## src/rtl/framebuffer_arbiter_if.sv

```systemverilog
// Bus bundle between the framebuffer arbiter, its two requesters and the video RAM.
// The arbiter uses the slave modport; the surrounding system uses the master modport.
interface framebuffer_arbiter_if #(
    parameter int ADDR_WIDTH = 19
);
    logic                  wr_pixel_valid;
    logic [11:0]           wr_pixel_data;
    logic                  wr_address_load;
    logic [ADDR_WIDTH-1:0] wr_address;
    logic                  wr_fifo_full;
    logic                  wr_overflow;
    logic                  rd_request;
    logic [ADDR_WIDTH-1:0] rd_address;
    logic                  rd_grant;
    logic [11:0]           rd_data;
    logic                  rd_data_valid;
    logic [ADDR_WIDTH-1:0] mem_address;
    logic [11:0]           mem_write_data;
    logic                  mem_write_enable;
    logic                  mem_read_enable;
    logic [11:0]           mem_read_data;

    modport slave (
        input  wr_pixel_valid, wr_pixel_data, wr_address_load, wr_address,
        input  rd_request, rd_address, mem_read_data,
        output wr_fifo_full, wr_overflow, rd_grant, rd_data, rd_data_valid,
        output mem_address, mem_write_data, mem_write_enable, mem_read_enable
    );

    modport master (
        output wr_pixel_valid, wr_pixel_data, wr_address_load, wr_address,
        output rd_request, rd_address, mem_read_data,
        input  wr_fifo_full, wr_overflow, rd_grant, rd_data, rd_data_valid,
        input  mem_address, mem_write_data, mem_write_enable, mem_read_enable
    );
endinterface

```

## src/rtl/framebuffer_arbiter.sv

```systemverilog
// Single-port framebuffer arbiter: display reads take priority, MCU pixel writes are
// cursor-tagged, queued in a small FIFO and issued in memory cycles left free by reads.
module framebuffer_arbiter #(
    parameter int ADDR_WIDTH   = 19,
    parameter int FRAME_PIXELS = 307200,
    parameter int FIFO_DEPTH   = 4
) (
    input  logic                  system_clock,
    input  logic                  reset,
    framebuffer_arbiter_if.slave  bus
);
    localparam int PTR_W   = $clog2(FIFO_DEPTH);
    localparam int CNT_W   = PTR_W + 1;
    localparam int ENTRY_W = ADDR_WIDTH + 12;
    localparam logic [ADDR_WIDTH-1:0] FRAME_LIMIT = ADDR_WIDTH'(FRAME_PIXELS);
    localparam logic [ADDR_WIDTH-1:0] LAST_PIXEL  = ADDR_WIDTH'(FRAME_PIXELS - 1);
    localparam logic [CNT_W-1:0]      FULL_COUNT  = CNT_W'(FIFO_DEPTH);

    typedef enum logic [1:0] {ST_IDLE, ST_READ, ST_WRITE} arb_state_t;

    arb_state_t            state_reg, state_next;
    logic [ADDR_WIDTH-1:0] cursor_reg, cursor_next;
    logic [ADDR_WIDTH-1:0] load_value, pixel_address;
    logic [ENTRY_W-1:0]    fifo_mem [FIFO_DEPTH];
    logic [ENTRY_W-1:0]    fifo_head;
    logic [PTR_W-1:0]      wr_ptr_reg, rd_ptr_reg;
    logic [CNT_W-1:0]      count_reg, count_next;
    logic                  fifo_full, fifo_empty;
    logic                  push, pop, drop;
    logic                  overflow_reg;
    logic [ADDR_WIDTH-1:0] mem_address_reg, mem_address_next;
    logic [11:0]           mem_write_data_reg, mem_write_data_next;
    logic                  read_pending_reg;
    logic                  rd_data_valid_reg;
    logic [11:0]           rd_data_reg;

    assign fifo_full  = (count_reg == FULL_COUNT);
    assign fifo_empty = (count_reg == '0);
    assign fifo_head  = fifo_mem[rd_ptr_reg];

    // Out-of-frame load values clamp to the first pixel.
    always_comb begin
        load_value    = (bus.wr_address >= FRAME_LIMIT) ? '0 : bus.wr_address;
        pixel_address = bus.wr_address_load ? load_value : cursor_reg;
        cursor_next   = cursor_reg;
        if (bus.wr_pixel_valid) begin
            cursor_next = (pixel_address == LAST_PIXEL) ? '0
                        : pixel_address + ADDR_WIDTH'(1);
        end else if (bus.wr_address_load) begin
            cursor_next = load_value;
        end
    end

    // A read may not directly follow a grant, so every other cycle stays open for writes.
    always_comb begin
        state_next          = ST_IDLE;
        mem_address_next    = mem_address_reg;
        mem_write_data_next = mem_write_data_reg;
        if (bus.rd_request && (state_reg != ST_READ)) begin
            state_next       = ST_READ;
            mem_address_next = bus.rd_address;
        end else if (!fifo_empty) begin
            state_next          = ST_WRITE;
            mem_address_next    = fifo_head[ENTRY_W-1:12];
            mem_write_data_next = fifo_head[11:0];
        end
    end

    always_comb begin
        pop  = (state_next == ST_WRITE);
        push = bus.wr_pixel_valid && (!fifo_full || pop);
        drop = bus.wr_pixel_valid && fifo_full && !pop;
        count_next = count_reg;
        case ({push, pop})
            2'b10:   count_next = count_reg + CNT_W'(1);
            2'b01:   count_next = count_reg - CNT_W'(1);
            default: count_next = count_reg;
        endcase
    end

    always_ff @(posedge system_clock) begin
        if (push) begin
            fifo_mem[wr_ptr_reg] <= {pixel_address, bus.wr_pixel_data};
        end
    end

    always_ff @(posedge system_clock or posedge reset) begin
        if (reset) begin
            state_reg          <= ST_IDLE;
            cursor_reg         <= '0;
            wr_ptr_reg         <= '0;
            rd_ptr_reg         <= '0;
            count_reg          <= '0;
            overflow_reg       <= 1'b0;
            mem_address_reg    <= '0;
            mem_write_data_reg <= '0;
            read_pending_reg   <= 1'b0;
            rd_data_valid_reg  <= 1'b0;
            rd_data_reg        <= '0;
        end else begin
            state_reg          <= state_next;
            cursor_reg         <= cursor_next;
            count_reg          <= count_next;
            mem_address_reg    <= mem_address_next;
            mem_write_data_reg <= mem_write_data_next;
            if (push) wr_ptr_reg <= wr_ptr_reg + PTR_W'(1);
            if (pop)  rd_ptr_reg <= rd_ptr_reg + PTR_W'(1);
            if (drop) overflow_reg <= 1'b1;
            // RAM returns data one cycle after the strobe; capture it one cycle later.
            read_pending_reg  <= (state_reg == ST_READ);
            rd_data_valid_reg <= read_pending_reg;
            if (read_pending_reg) rd_data_reg <= bus.mem_read_data;
        end
    end

    assign bus.rd_grant         = (state_reg == ST_READ);
    assign bus.mem_read_enable  = (state_reg == ST_READ);
    assign bus.mem_write_enable = (state_reg == ST_WRITE);
    assign bus.mem_address      = mem_address_reg;
    assign bus.mem_write_data   = mem_write_data_reg;
    assign bus.rd_data          = rd_data_reg;
    assign bus.rd_data_valid    = rd_data_valid_reg;
    assign bus.wr_fifo_full     = fifo_full;
    assign bus.wr_overflow      = overflow_reg;
endmodule

```

## src/flat_wrapper.sv

```systemverilog
// flat-port wrapper written by rule: the top's interface ports become plain ports
module framebuffer_arbiter_flat 
#(
    parameter int ADDR_WIDTH   = 19,
    parameter int FRAME_PIXELS = 307200,
    parameter int FIFO_DEPTH   = 4
)
  (system_clock, reset, bus_wr_pixel_valid, bus_wr_pixel_data, bus_wr_address_load, bus_wr_address, bus_rd_request, bus_rd_address, bus_mem_read_data, bus_wr_fifo_full, bus_wr_overflow, bus_rd_grant, bus_rd_data, bus_rd_data_valid, bus_mem_address, bus_mem_write_data, bus_mem_write_enable, bus_mem_read_enable);
  framebuffer_arbiter_if #(.ADDR_WIDTH(ADDR_WIDTH)) bus_i ();
  input  logic system_clock;
  input  logic reset;
  input wire logic [$bits(bus_i.wr_pixel_valid)-1:0] bus_wr_pixel_valid;
  input wire logic [$bits(bus_i.wr_pixel_data)-1:0] bus_wr_pixel_data;
  input wire logic [$bits(bus_i.wr_address_load)-1:0] bus_wr_address_load;
  input wire logic [$bits(bus_i.wr_address)-1:0] bus_wr_address;
  input wire logic [$bits(bus_i.rd_request)-1:0] bus_rd_request;
  input wire logic [$bits(bus_i.rd_address)-1:0] bus_rd_address;
  input wire logic [$bits(bus_i.mem_read_data)-1:0] bus_mem_read_data;
  output wire logic [$bits(bus_i.wr_fifo_full)-1:0] bus_wr_fifo_full;
  output wire logic [$bits(bus_i.wr_overflow)-1:0] bus_wr_overflow;
  output wire logic [$bits(bus_i.rd_grant)-1:0] bus_rd_grant;
  output wire logic [$bits(bus_i.rd_data)-1:0] bus_rd_data;
  output wire logic [$bits(bus_i.rd_data_valid)-1:0] bus_rd_data_valid;
  output wire logic [$bits(bus_i.mem_address)-1:0] bus_mem_address;
  output wire logic [$bits(bus_i.mem_write_data)-1:0] bus_mem_write_data;
  output wire logic [$bits(bus_i.mem_write_enable)-1:0] bus_mem_write_enable;
  output wire logic [$bits(bus_i.mem_read_enable)-1:0] bus_mem_read_enable;
  assign bus_i.wr_pixel_valid = bus_wr_pixel_valid;
  assign bus_i.wr_pixel_data = bus_wr_pixel_data;
  assign bus_i.wr_address_load = bus_wr_address_load;
  assign bus_i.wr_address = bus_wr_address;
  assign bus_i.rd_request = bus_rd_request;
  assign bus_i.rd_address = bus_rd_address;
  assign bus_i.mem_read_data = bus_mem_read_data;
  assign bus_wr_fifo_full = bus_i.wr_fifo_full;
  assign bus_wr_overflow = bus_i.wr_overflow;
  assign bus_rd_grant = bus_i.rd_grant;
  assign bus_rd_data = bus_i.rd_data;
  assign bus_rd_data_valid = bus_i.rd_data_valid;
  assign bus_mem_address = bus_i.mem_address;
  assign bus_mem_write_data = bus_i.mem_write_data;
  assign bus_mem_write_enable = bus_i.mem_write_enable;
  assign bus_mem_read_enable = bus_i.mem_read_enable;
  framebuffer_arbiter #(.ADDR_WIDTH(ADDR_WIDTH), .FRAME_PIXELS(FRAME_PIXELS), .FIFO_DEPTH(FIFO_DEPTH)) u_core (.system_clock(system_clock), .reset(reset), .bus(bus_i));
endmodule
```

## config.mk

```make
export PLATFORM = sky130hd
export DESIGN_NAME = framebuffer_arbiter_flat
export DESIGN_NICKNAME = d
export VERILOG_FILES = /design/src/rtl/framebuffer_arbiter_if.sv /design/src/rtl/framebuffer_arbiter.sv /design/src/flat_wrapper.sv
export SDC_FILE = /design/constraint.sdc
export NUM_CORES = 1
export LEC_CHECK = 0
export ABC_CLOCK_PERIOD_IN_PS = 7100
export BUFFER_PORTS_ARGS = -buffer_cell sky130_fd_sc_hd__buf_2
export CAP_MARGIN = 20
export CORE_UTILIZATION = 45
export DETAILED_ROUTE_END_ITERATION = 12
export PLACE_DENSITY = 0.7
export SYNTH_ARGS = -nofsm -noshare
export SYNTH_HDL_FRONTEND = slang
export SYNTH_SLANG_ARGS = --single-unit
```

## constraint.sdc

```tcl
create_clock -name system_clock -period 7.1 [get_ports system_clock]
set_input_delay 1.065 -clock system_clock [delete_from_list [all_inputs] [get_ports system_clock]]
set_output_delay 1.065 -clock system_clock [all_outputs]
set_load 0.01 [all_outputs]
```

==> run metrics, run 1 <==
Clock Latency Late Sink 430 ps; I/O Buffers 115; CP max stage cell buf_2; post-synthesis mux area share 15.5%; cts hold-fix bufs 0; vias in the first global route 5100; compound-cell area share of the yosys netlist 5.28%; CTS tree built; dpl hpwl 11700 um; DRT Pass-1 Iters 9; fin crit share 48.2%; CP delay by family, top simple AND/OR/NAND/NOR gates; Leak 3.76 nW; Clk Tree Root Cell clkbuf_16; H-tree Lvls 4; row count 49; DR WL/cell 19.3 um; CP Capture Type flip-flop; DR iter-0 viols 266; pwr dens 373 mW/mm^2; max incr delay on CP 520 ps; GPL Wtd Cong 0.891; post-synth design cell area 0.00837 sq mm; WP buf/inv 2; post-cts resize count 0; required time of the critical path 7440 ps; die area 0.0192 sq mm; endpoints failing setup 0; vias per inst 5.51; final non-filler cell total 887; FFs w/ async S/R, synth 37.4%; Total GRT Usage 19.1%; initial antenna violation count 0; Cells after DPL 854; Period minus WS final 3420 ps; status finished with violations; Yosys warning count 0; # IOs 116; CP Launch Type input pin; max cap viols 0; post-synthesis xor/xnor area fraction 1.78%; critical path class in2reg; final hold viol count 0; total CTS buffers 17; dominant register cell in the synthesized netlist edfxtp_1; Unique masters post-synth 70; clk slew on worst S/H paths 70 ps; Via Count 4890; Synth Area in Adders 0.987%; drt drc 21; post-synthesis simple-gate area fraction 7.74%; CP arrival 3760 ps; Post-CTS Setup Inserts 0; fraction of layout cells with a size suffix above 1 36.5%; worst-path fanout max 40; diodes inserted 0; # clock sinks 198; EDFF count, synth 124; main combinational cell family by area after synthesis multiplexers; Slew HR 38.0%; HP Class reg2reg; largest net degree at the start of global routing 75; Pwr Total 3.64 mW; register bit total from synthesis 198; RSZ-0062 raised after global routing no; total wire length 17100 um; Die Y 138 um; crit path cell chain buf_2 -> inv_1 -> nor2_1 -> a22o_1 -> ha_1 -> nand2_1 -> a21oi_1 -> nand3_2 -> or3_1 -> o21ai_0; sequential-to-total area share from yosys stat 66.6%; fmax 292 MHz; first-pass GRT wire length 27800 um; syn_area_per_cell 15.9 sq um; maximum VDD drop 0.189 mV; clock buffer depth 2; max-slew violation count 0; grt total ovfl 0; worst-margin pin slew 928 ps; Starting Density 46.3%; hold slack final 464 ps; Setup Skew 7.90 ps; Post-Syn Nets 598; Die X 138 um; TNS Setup 0 ps; Syn-to-layout area delta 16.6%; FF-to-FF setup slack 4260 ps; Mapped Cells 525; violated checks DRC; FILL cells 1464; max reg flops 124; remaining antenna violation count 0; fin nets 718; Core Box Area 0.0181 sq mm
==> area by class of cell <==
class / instances / area (sq um) / share of cell area (%)
clock buffers: 19 / 433 / 4.43
clock inverters: 13 / 123 / 1.26
inverters: 13 / 51.3 / 0.525
multi-input cells: 290 / 2620 / 26.9
flip-flops and latches: 198 / 5580 / 57.1
well taps: 229 / 287 / 2.93
repair buffers: 125 / 671 / 6.87
==> power by group <==
| part | switching, mW | internal [mW] |
|---|---|---|
| logic | 0.551 | 0.498 |
| registers | 0.130 | 1.56 |
| clock network | 0.418 | 0.490 |
| total | 1.10 | 2.55 |
==> metal layers <==
layer	vias to the layer above	part of all wire, %	track usage [%]	routed length, um
met5	-	0	0	0
met2	143	50	32.1	8630
met1	2496	44	25.5	7560
li1	2234	-	-	-
met3	17	4.1	2.84	706
met4	0	1.2	6.62	203
==> worst reg2reg max path, delay by kind of cell (launching register included) <==
family                     cells  cell delay [ps]
and+or+nand+nor                5             1430
adders and majority gates      1              420
DFF                            1              370
buffers and inverters          1              250
xor gates and xnor gates       1              170
AOI/OAI and AO/OA              1               70
==> stage by stage <==
step	instance area (sq um)	setup WS [ps]	util, %
after floorplan	8370	4150	-
after global placement	9180	3400	50.8
after detailed placement	9180	3250	50.8
after CTS	9740	3720	53.8
after global routing	9760	3380	54.0
final	9760	3680	54.0
==> worst paths after layout <==
check,end,from,depth (start not counted)
min,u_core.bus.wr_overflow$_DFFE_PP0P_,u_core.bus.wr_overflow$_DFFE_PP0P_,1
max in group asynchronous,u_core.cursor_reg[0]$_DFF_PP0_,reset,4
max,u_core.cursor_reg[12]$_DFF_PP0_,bus_wr_address_load,10
min reg2reg,u_core.bus.wr_overflow$_DFFE_PP0P_,u_core.bus.wr_overflow$_DFFE_PP0P_,1
max reg2reg,u_core.count_reg[2]$_DFFE_PP0P_,u_core.state_reg[1]$_DFF_PP0_,9
min in group asynchronous,u_core.read_pending_reg$_DFF_PP0_,reset,3
==> cells in the final DEF, fill, tap and decap left out, drive strengths merged, types with 4 or more instances in the layout <==
master	netlist	final
nand3	5	5
mux2i	28	28
buf	14	125
nor3	4	4
nor2b	4	4
nand4	7	7
ha	5	5
nor2	22	22
xor2	5	5
inv	12	17
mux2	28	28
o21ai	25	25
mux4	31	31
a21oi	6	6
edfxtp	124	124
nand2	44	44
and2	8	8
clkbuf	10	19
xnor2	12	12
a31oi	5	5
dfrtp	74	74
clkinv	1	6
==> cell families (layout without fill, tap and decap cells) <==
kind of cell	Yosys count	count (layout)
AOI/OAI and AO/OA	61	61
xor gates and xnor gates	17	17
adders and majority gates	6	6
buffers and inverters	37	170
DFF	198	198
muxes	87	87
and+or+nand+nor	119	119
==> synthesized netlist by cell type (2+ instances only) <==
master / count / share of area, %
mux2_2: 28 / 3.8
xnor2_1: 12 / 1.3
nand4_1: 6 / 0.45
and2_1: 7 / 0.52
nand4b_1: 3 / 0.31
nand2b_1: 3 / 0.22
nor3b_1: 2 / 0.18
nand3_1: 4 / 0.24
ha_1: 5 / 0.75
o2bb2ai_1: 3 / 0.31
xor2_1: 5 / 0.52
mux4_2: 31 / 8.3
a21oi_1: 5 / 0.30
inv_1: 12 / 0.54
a22o_1: 3 / 0.31
nor2b_1: 3 / 0.22
buf_1: 3 / 0.13
nand2_1: 43 / 1.9
a31o_2: 2 / 0.21
edfxtp_1: 124 / 44
buf_2: 5 / 0.30
dfrtp_1: 74 / 22
mux2i_1: 28 / 3.3
nor3_1: 4 / 0.24
nor2_1: 21 / 0.94
nand3b_1: 2 / 0.18
a32oi_1: 2 / 0.21
o21ai_0: 24 / 1.4
a21o_1: 2 / 0.18
and3_1: 2 / 0.15
a211oi_2: 2 / 0.30
a31oi_1: 5 / 0.37
clkbuf_1: 10 / 0.45
buf_4: 4 / 0.36
(Power assumes the default switching activity.)
==> run 2, diff against run 1 <==
--- a/config.mk
+++ b/config.mk
@@ -5,7 +5,7 @@
 export SDC_FILE = /design/constraint.sdc
 export NUM_CORES = 1
 export LEC_CHECK = 0
-export ABC_CLOCK_PERIOD_IN_PS = 7100
+export ABC_CLOCK_PERIOD_IN_PS = 3600
 export BUFFER_PORTS_ARGS = -buffer_cell sky130_fd_sc_hd__buf_2
 export CAP_MARGIN = 20
 export CORE_UTILIZATION = 45
==> constraint.sdc (replaced) <==
create_clock -name system_clock -period 3.6 [get_ports system_clock]
set_input_delay 0.54 -clock system_clock [delete_from_list [all_inputs] [get_ports system_clock]]
set_output_delay 0.54 -clock system_clock [all_outputs]
set_load 0.01 [all_outputs]
==> run metrics, run 2 (same netlist as run 1, synthesis figures left out) <==
most frequent cells in the layout 124 x edfxtp_1, 115 x buf_2, 73 x dfrtp_1, 43 x nand2_1, 31 x mux4_2; fin nets 725; DR iter-0 viols 223; cts hold-fix bufs 0; Final Instance Area 0.00986 sq mm; DR WL/cell 19.5 um; largest net degree at the start of global routing 57; Worst R2R End u_core.bus.mem_address[12]$_DFFE_PP0P_; CP Launch Type input pin; CTS tree built; clock buffer depth 2; CP arrival 2940 ps; Syn-to-layout area delta 17.8%; diodes inserted 0; Period minus WS final 2590 ps; CP Capture Type flip-flop; grt total ovfl 0; TNS Setup 0 ps; drt drc 20; I/O Buffers 115; DRT Pass-1 Iters 9; first-pass GRT wire length 28000 um; worst-margin pin slew 795 ps; Core Box Area 0.0181 sq mm; worst-path fanout max 6; violated checks DRC; final non-filler cell total 894; R2R cell count 4; maximum VDD drop 0.385 mV; # IOs 116; commonest non-fill, non-tap cell in the layout edfxtp_1; max cap viols 0; max reg flops 124; vias per inst 5.51; final hold viol count 0; die area 0.0192 sq mm; Via Count 4924; share of power burned in registers 45.7%; GPL Wtd Cong 0.864; fraction of layout cells with a size suffix above 1 37.3%; Switching Fraction 30.9%; row count 49; HP Class in2async; Gate power share 28.2%; total wire length 17400 um; required time of the critical path 3950 ps; Slew HR 46.5%; fmax 385 MHz; clock power share 26.1%; endpoints failing setup 0; total CTS buffers 17; RR Startpoint u_core.rd_ptr_reg[0]$_DFFE_PP0N_; dpl hpwl 12100 um; Leak 3.82 nW; crit path cell chain buf_2 -> a211oi_2 -> a21oi_2 -> nor2_1 -> a22o_1 -> ha_1 -> nand2_1 -> a21oi_1 -> nand3_2 -> or3_1 -> o21ai_0; Total GRT Usage 19.4%; hold slack final 104 ps; initial antenna violation count 0; Starting Density 46.3%; post-cts resize count 0; Die X 138 um; Die Y 138 um; Post-CTS Setup Inserts 0; FF-to-FF setup slack 1550 ps; dpl cell area 0.00923 sq mm; H-tree Lvls 4; Clk Tree Root Cell clkbuf_16; clk slew on worst S/H paths 80 ps; # clock sinks 198; Setup Skew 12.6 ps; Cells after DPL 861; fin crit share 72.1%; crit path to u_core.cursor_reg[12]$_DFF_PP0_; vias in the first global route 5135; remaining antenna violation count 0; Clock Latency Late Sink 430 ps; CP max stage cell or3_1; RSZ-0062 raised after global routing no; fin util 54.5%; NetSw 2.27 mW; max incr delay on CP 390 ps; launch point of the critical path bus_wr_address[15]; pwr dens 745 mW/mm^2; critical path class in2reg; max-slew violation count 0; status finished with violations; internal power component 5.08 mW
## run 2: final cells by class
class                           instances  area [sq um]
Sequential cell                       198          5580
Clock buffer                           18           429
Timing Repair Buffer                  132           716
Multi-Input combinational cell        290          2620
Inverter                               13          51.3
Clock inverter                         14           181
Fill cell                            1441          8220
Tap cell                              229           287
## run 2: metal layers
layer  routed length [um]  up-vias  part of all wire (%)  GRT usage (%)
li1                     -     2254                     -              -
met5                    0        -                     0              0
met1                 7590     2480                    44           25.5
met3                  907       22                   5.2           4.09
met2                 8580      168                    49           32.2
met4                  314        0                   1.8           6.33
## run 2: critical path: cells and delay by family
| kind | cells | cell delay, ps |
|---|---|---|
| AND/OR/NAND/NOR | 4 | 920 |
| AO/OA/AOI/OAI | 5 | 1090 |
| adder cells (fa/ha/maj) | 1 | 260 |
| buffers and inverters | 1 | 130 |
## run 2: power groups by stage
stage	Sequential, mW	Clock, mW	Combinational [mW]
final	3.36	1.92	2.07
after global routing	3.43	2.05	2.24
after CTS	3.37	1.96	2.11
after detailed placement	3.42	0	2.10
after global placement	3.38	0	2.04
after floorplan	3.44	0	1.31
## run 2: metrics by stage
stage | power, mW | setup WS (ps)
floorplan | 4.75 | 1180
global placement | 5.42 | 782
detailed placement | 5.52 | 632
CTS | 7.44 | 1050
global route | 7.72 | 841
finish | 7.35 | 1010
## run 2: how the worst min path moves through the flow
stage                                  startpoint                                        to  slack [ps]  cells after the start
2_1_floorplan   u_core.read_pending_reg$_DFF_PP0_        u_core.bus.rd_data_valid$_DFF_PP0_         410                      0
5_1_grt                                     reset  u_core.bus.mem_write_data[5]$_DFFE_PP0P_         120                      2
4_1_cts                        bus_rd_address[10]    u_core.bus.mem_address[10]$_DFFE_PP0P_         290                      3
6_report                                    reset  u_core.bus.mem_write_data[6]$_DFFE_PP0P_         100                      2
3_3_place_gp   u_core.bus.wr_overflow$_DFFE_PP0P_        u_core.bus.wr_overflow$_DFFE_PP0P_         460                      1
3_5_place_dp   u_core.bus.wr_overflow$_DFFE_PP0P_        u_core.bus.wr_overflow$_DFFE_PP0P_         470                      1
==> run 3, diff against run 2 <==
--- a/config.mk
+++ b/config.mk
@@ -5,12 +5,13 @@
 export SDC_FILE = /design/constraint.sdc
 export NUM_CORES = 1
 export LEC_CHECK = 0
-export ABC_CLOCK_PERIOD_IN_PS = 3600
+export ABC_AREA = 1
+export ABC_CLOCK_PERIOD_IN_PS = 2300
 export BUFFER_PORTS_ARGS = -buffer_cell sky130_fd_sc_hd__buf_2
 export CAP_MARGIN = 20
 export CORE_UTILIZATION = 45
 export DETAILED_ROUTE_END_ITERATION = 12
-export PLACE_DENSITY = 0.7
+export PLACE_DENSITY = 0.72
 export SYNTH_ARGS = -nofsm -noshare
 export SYNTH_HDL_FRONTEND = slang
 export SYNTH_SLANG_ARGS = --single-unit
==> constraint.sdc (replaced) <==
create_clock -name system_clock -period 2.3 [get_ports system_clock]
set_input_delay 0.345 -clock system_clock [delete_from_list [all_inputs] [get_ports system_clock]]
set_output_delay 0.345 -clock system_clock [all_outputs]
set_load 0.01 [all_outputs]
==> run metrics, run 3 <==
DR WL/cell 15.9 um; Die X 139 um; Clk Tree Root Cell clkbuf_16; post-synth design cell area 0.00850 sq mm; most frequent cell after synthesis nor2_1; Slew HR 57.7%; ranking of synthesized cells by area edfxtp_1 44%, dfrtp_1 22%, nor2_1 6.9%; NetSw 3.92 mW; syn_area_per_cell 10.7 sq um; # clock sinks 198; share of power burned in registers 43.3%; GPL Wtd Cong 0.837; worst-margin pin slew 634 ps; Post-Syn Nets 868; Core Box Area 0.0182 sq mm; Total GRT Usage 20.3%; sequential-to-total area share from yosys stat 65.6%; Gate power share 30.9%; CP max stage cell o21ai_1; post-cts resize count 0; dominant cell type by area after synthesis edfxtp_1; synth cell count leaders 156 x nor2_1, 124 x edfxtp_1, 113 x nand2_1; DR iter-0 viols 405; Leak 4.28 nW; critical path class reg2reg; total CTS buffers 17; fmax 472 MHz; diodes inserted 0; required time of the critical path 2610 ps; Switching Fraction 32.9%; pwr dens 1180 mW/mm^2; first-pass GRT wire length 30200 um; CP Capture Type flip-flop; dpl cell area 0.00951 sq mm; row count 49; vias in the first global route 5784; Die Y 139 um; CP delay by family, top compound AO/OA/AOI/OAI gates; fin crit share 92.1%; worst-path fanout max 5; max reg flops 124; FFs w/ async S/R, synth 37.4%; clock power share 25.9%; clock buffer depth 2; launch point of the critical path u_core.state_reg[1]$_DFF_PP0_; CP Launch Type flip-flop; Yosys warning count 0; # IOs 116; initial antenna violation count 0; fin util 55.6%; Pwr Total 11.9 mW; fin nets 1000; remaining antenna violation count 0; CTS tree built; internal power component 8.00 mW; most frequent cells in the layout 152 x nor2_1, 124 x edfxtp_1, 115 x buf_2, 113 x nand2_1, 74 x dfrtp_1; WP buf/inv 1; hold slack final -2.41 ps; Clock Latency Late Sink 440 ps; dpl hpwl 12200 um; status finished with violations; Final Instance Area 0.0101 sq mm; cts hold-fix bufs 0; CP arrival 2430 ps; H-tree Lvls 4; RSZ-0062 raised after global routing no; drt drc 0; Unique masters post-synth 39; largest net degree at the start of global routing 75; HP Class in2async; DRT Pass-1 Iters 4; Syn-to-layout area delta 19.3%; endpoints failing setup 0; vias per inst 5.20; Period minus WS final 2120 ps; clk slew on worst S/H paths 70 ps; max cap viols 0; TNS Setup 0 ps; crit path cell chain o21ai_1 -> nand2_1 -> clkinv_1 -> nand2_1 -> fa_1 -> mux2_2 -> xor2_1; die area 0.0194 sq mm; RR Startpoint u_core.state_reg[1]$_DFF_PP0_; max incr delay on CP 410 ps; Setup Skew 7.53 ps; grt total ovfl 0; Mapped Cells 795; final hold viol count 1; maximum VDD drop 0.639 mV; most used cell, CP nand2_1; commonest non-fill, non-tap cell in the layout nor2_1; max-slew violation count 0; register bit total from synthesis 198; EDFF count, synth 124; fraction of layout cells with a size suffix above 1 24.3%; Starting Density 46.7%; Yosys top cell area share 43.8%; Via Count 6080; dominant register cell in the synthesized netlist edfxtp_1; total wire length 18500 um; violated checks hold timing; I/O Buffers 115; FILL cells 1522; Post-CTS Setup Inserts 0
==> run 3: changes by cell type after synthesis, sizes merged, moves of 15 or more <==
cell	before	now
a31oi	5	31
clkbuf	10	30
inv	12	58
mux2	28	13
mux2i	28	1
mux4	31	0
nand2	44	126
nand3	5	26
nor2	22	163
o21ai	25	75
o22ai	1	19
==> run 3: kinds of logic (layout without fill, tap and decap cells) <==
kind of cell               after synthesis  after routing  share of synthesized area [%]
and+or+nand+nor                        333            333                           16.8
adders and majority gates                6              6                          0.972
muxes                                   14             14                           1.84
AOI/OAI and AO/OA                      139            139                           9.25
xor gates and xnor gates                 7              7                          0.722
buffers and inverters                   98            243                           4.74
DFF                                    198            198                           65.6
==> run 3: power groups by stage <==
stage          registers, mW  clock network (mW)  logic, mW
3_5_place_dp            5.23                   0       3.69
6_report                5.16                3.08       3.68
3_3_place_gp            5.20                   0       3.61
4_1_cts                 5.16                3.13       3.72
2_1_floorplan           5.39                   0       2.09
5_1_grt                 5.26                3.29       4.10
==> run 3: worst min-delay path, cell delays in order <==
cell and delay [ps]:
buf_2 100, inv_2 60, buf_12 350
==> run 3: path summary, 6_finish.rpt <==
check	end	depth (start not counted)	slack, ps
hold reg to reg	u_core.bus.wr_overflow$_DFFE_PP0P_	1	480
hold / removal	u_core.bus.mem_write_data[4]$_DFFE_PP0P_	3	-2
min in group system_clock	u_core.fifo_mem[3][5]$_DFFE_PP_	1	120
setup reg to reg	u_core.count_reg[2]$_DFFE_PP0P_	7	180
max in group asynchronous	u_core.cursor_reg[1]$_DFF_PP0_	3	1970
setup / recovery	u_core.count_reg[2]$_DFFE_PP0P_	7	180
==> run 3: final cells by class <==
type | instances | area [sq um] | area share, %
sequential | 198 | 5580 | 55.0
multi-input combinational | 499 | 2530 | 24.9
timing repair buffer | 151 | 896 | 8.84
clock buffer | 23 | 499 | 4.93
tap | 229 | 287 | 2.83
inverter | 60 | 225 | 2.22
clock inverter | 9 | 123 | 1.21
==> run 3: through the flow <==
step | instances | hold slack [ps] | setup slack [ps]
2_1_floorplan | 795 | 407 | -339
3_3_place_gp | 1137 | 464 | 116
3_5_place_dp | 1137 | 465 | 4.36
4_1_cts | 1169 | 9.59 | 184
5_1_grt | 1169 | 34.7 | 50.4
6_report | 1169 | -2.41 | 181
==> run 3: per-layer routing <==
layer	routed length (um)	global-route usage (%)
met4	182	6.67
met2	8750	32.8
met5	0	0
met1	8580	27.0
met3	1030	4.89
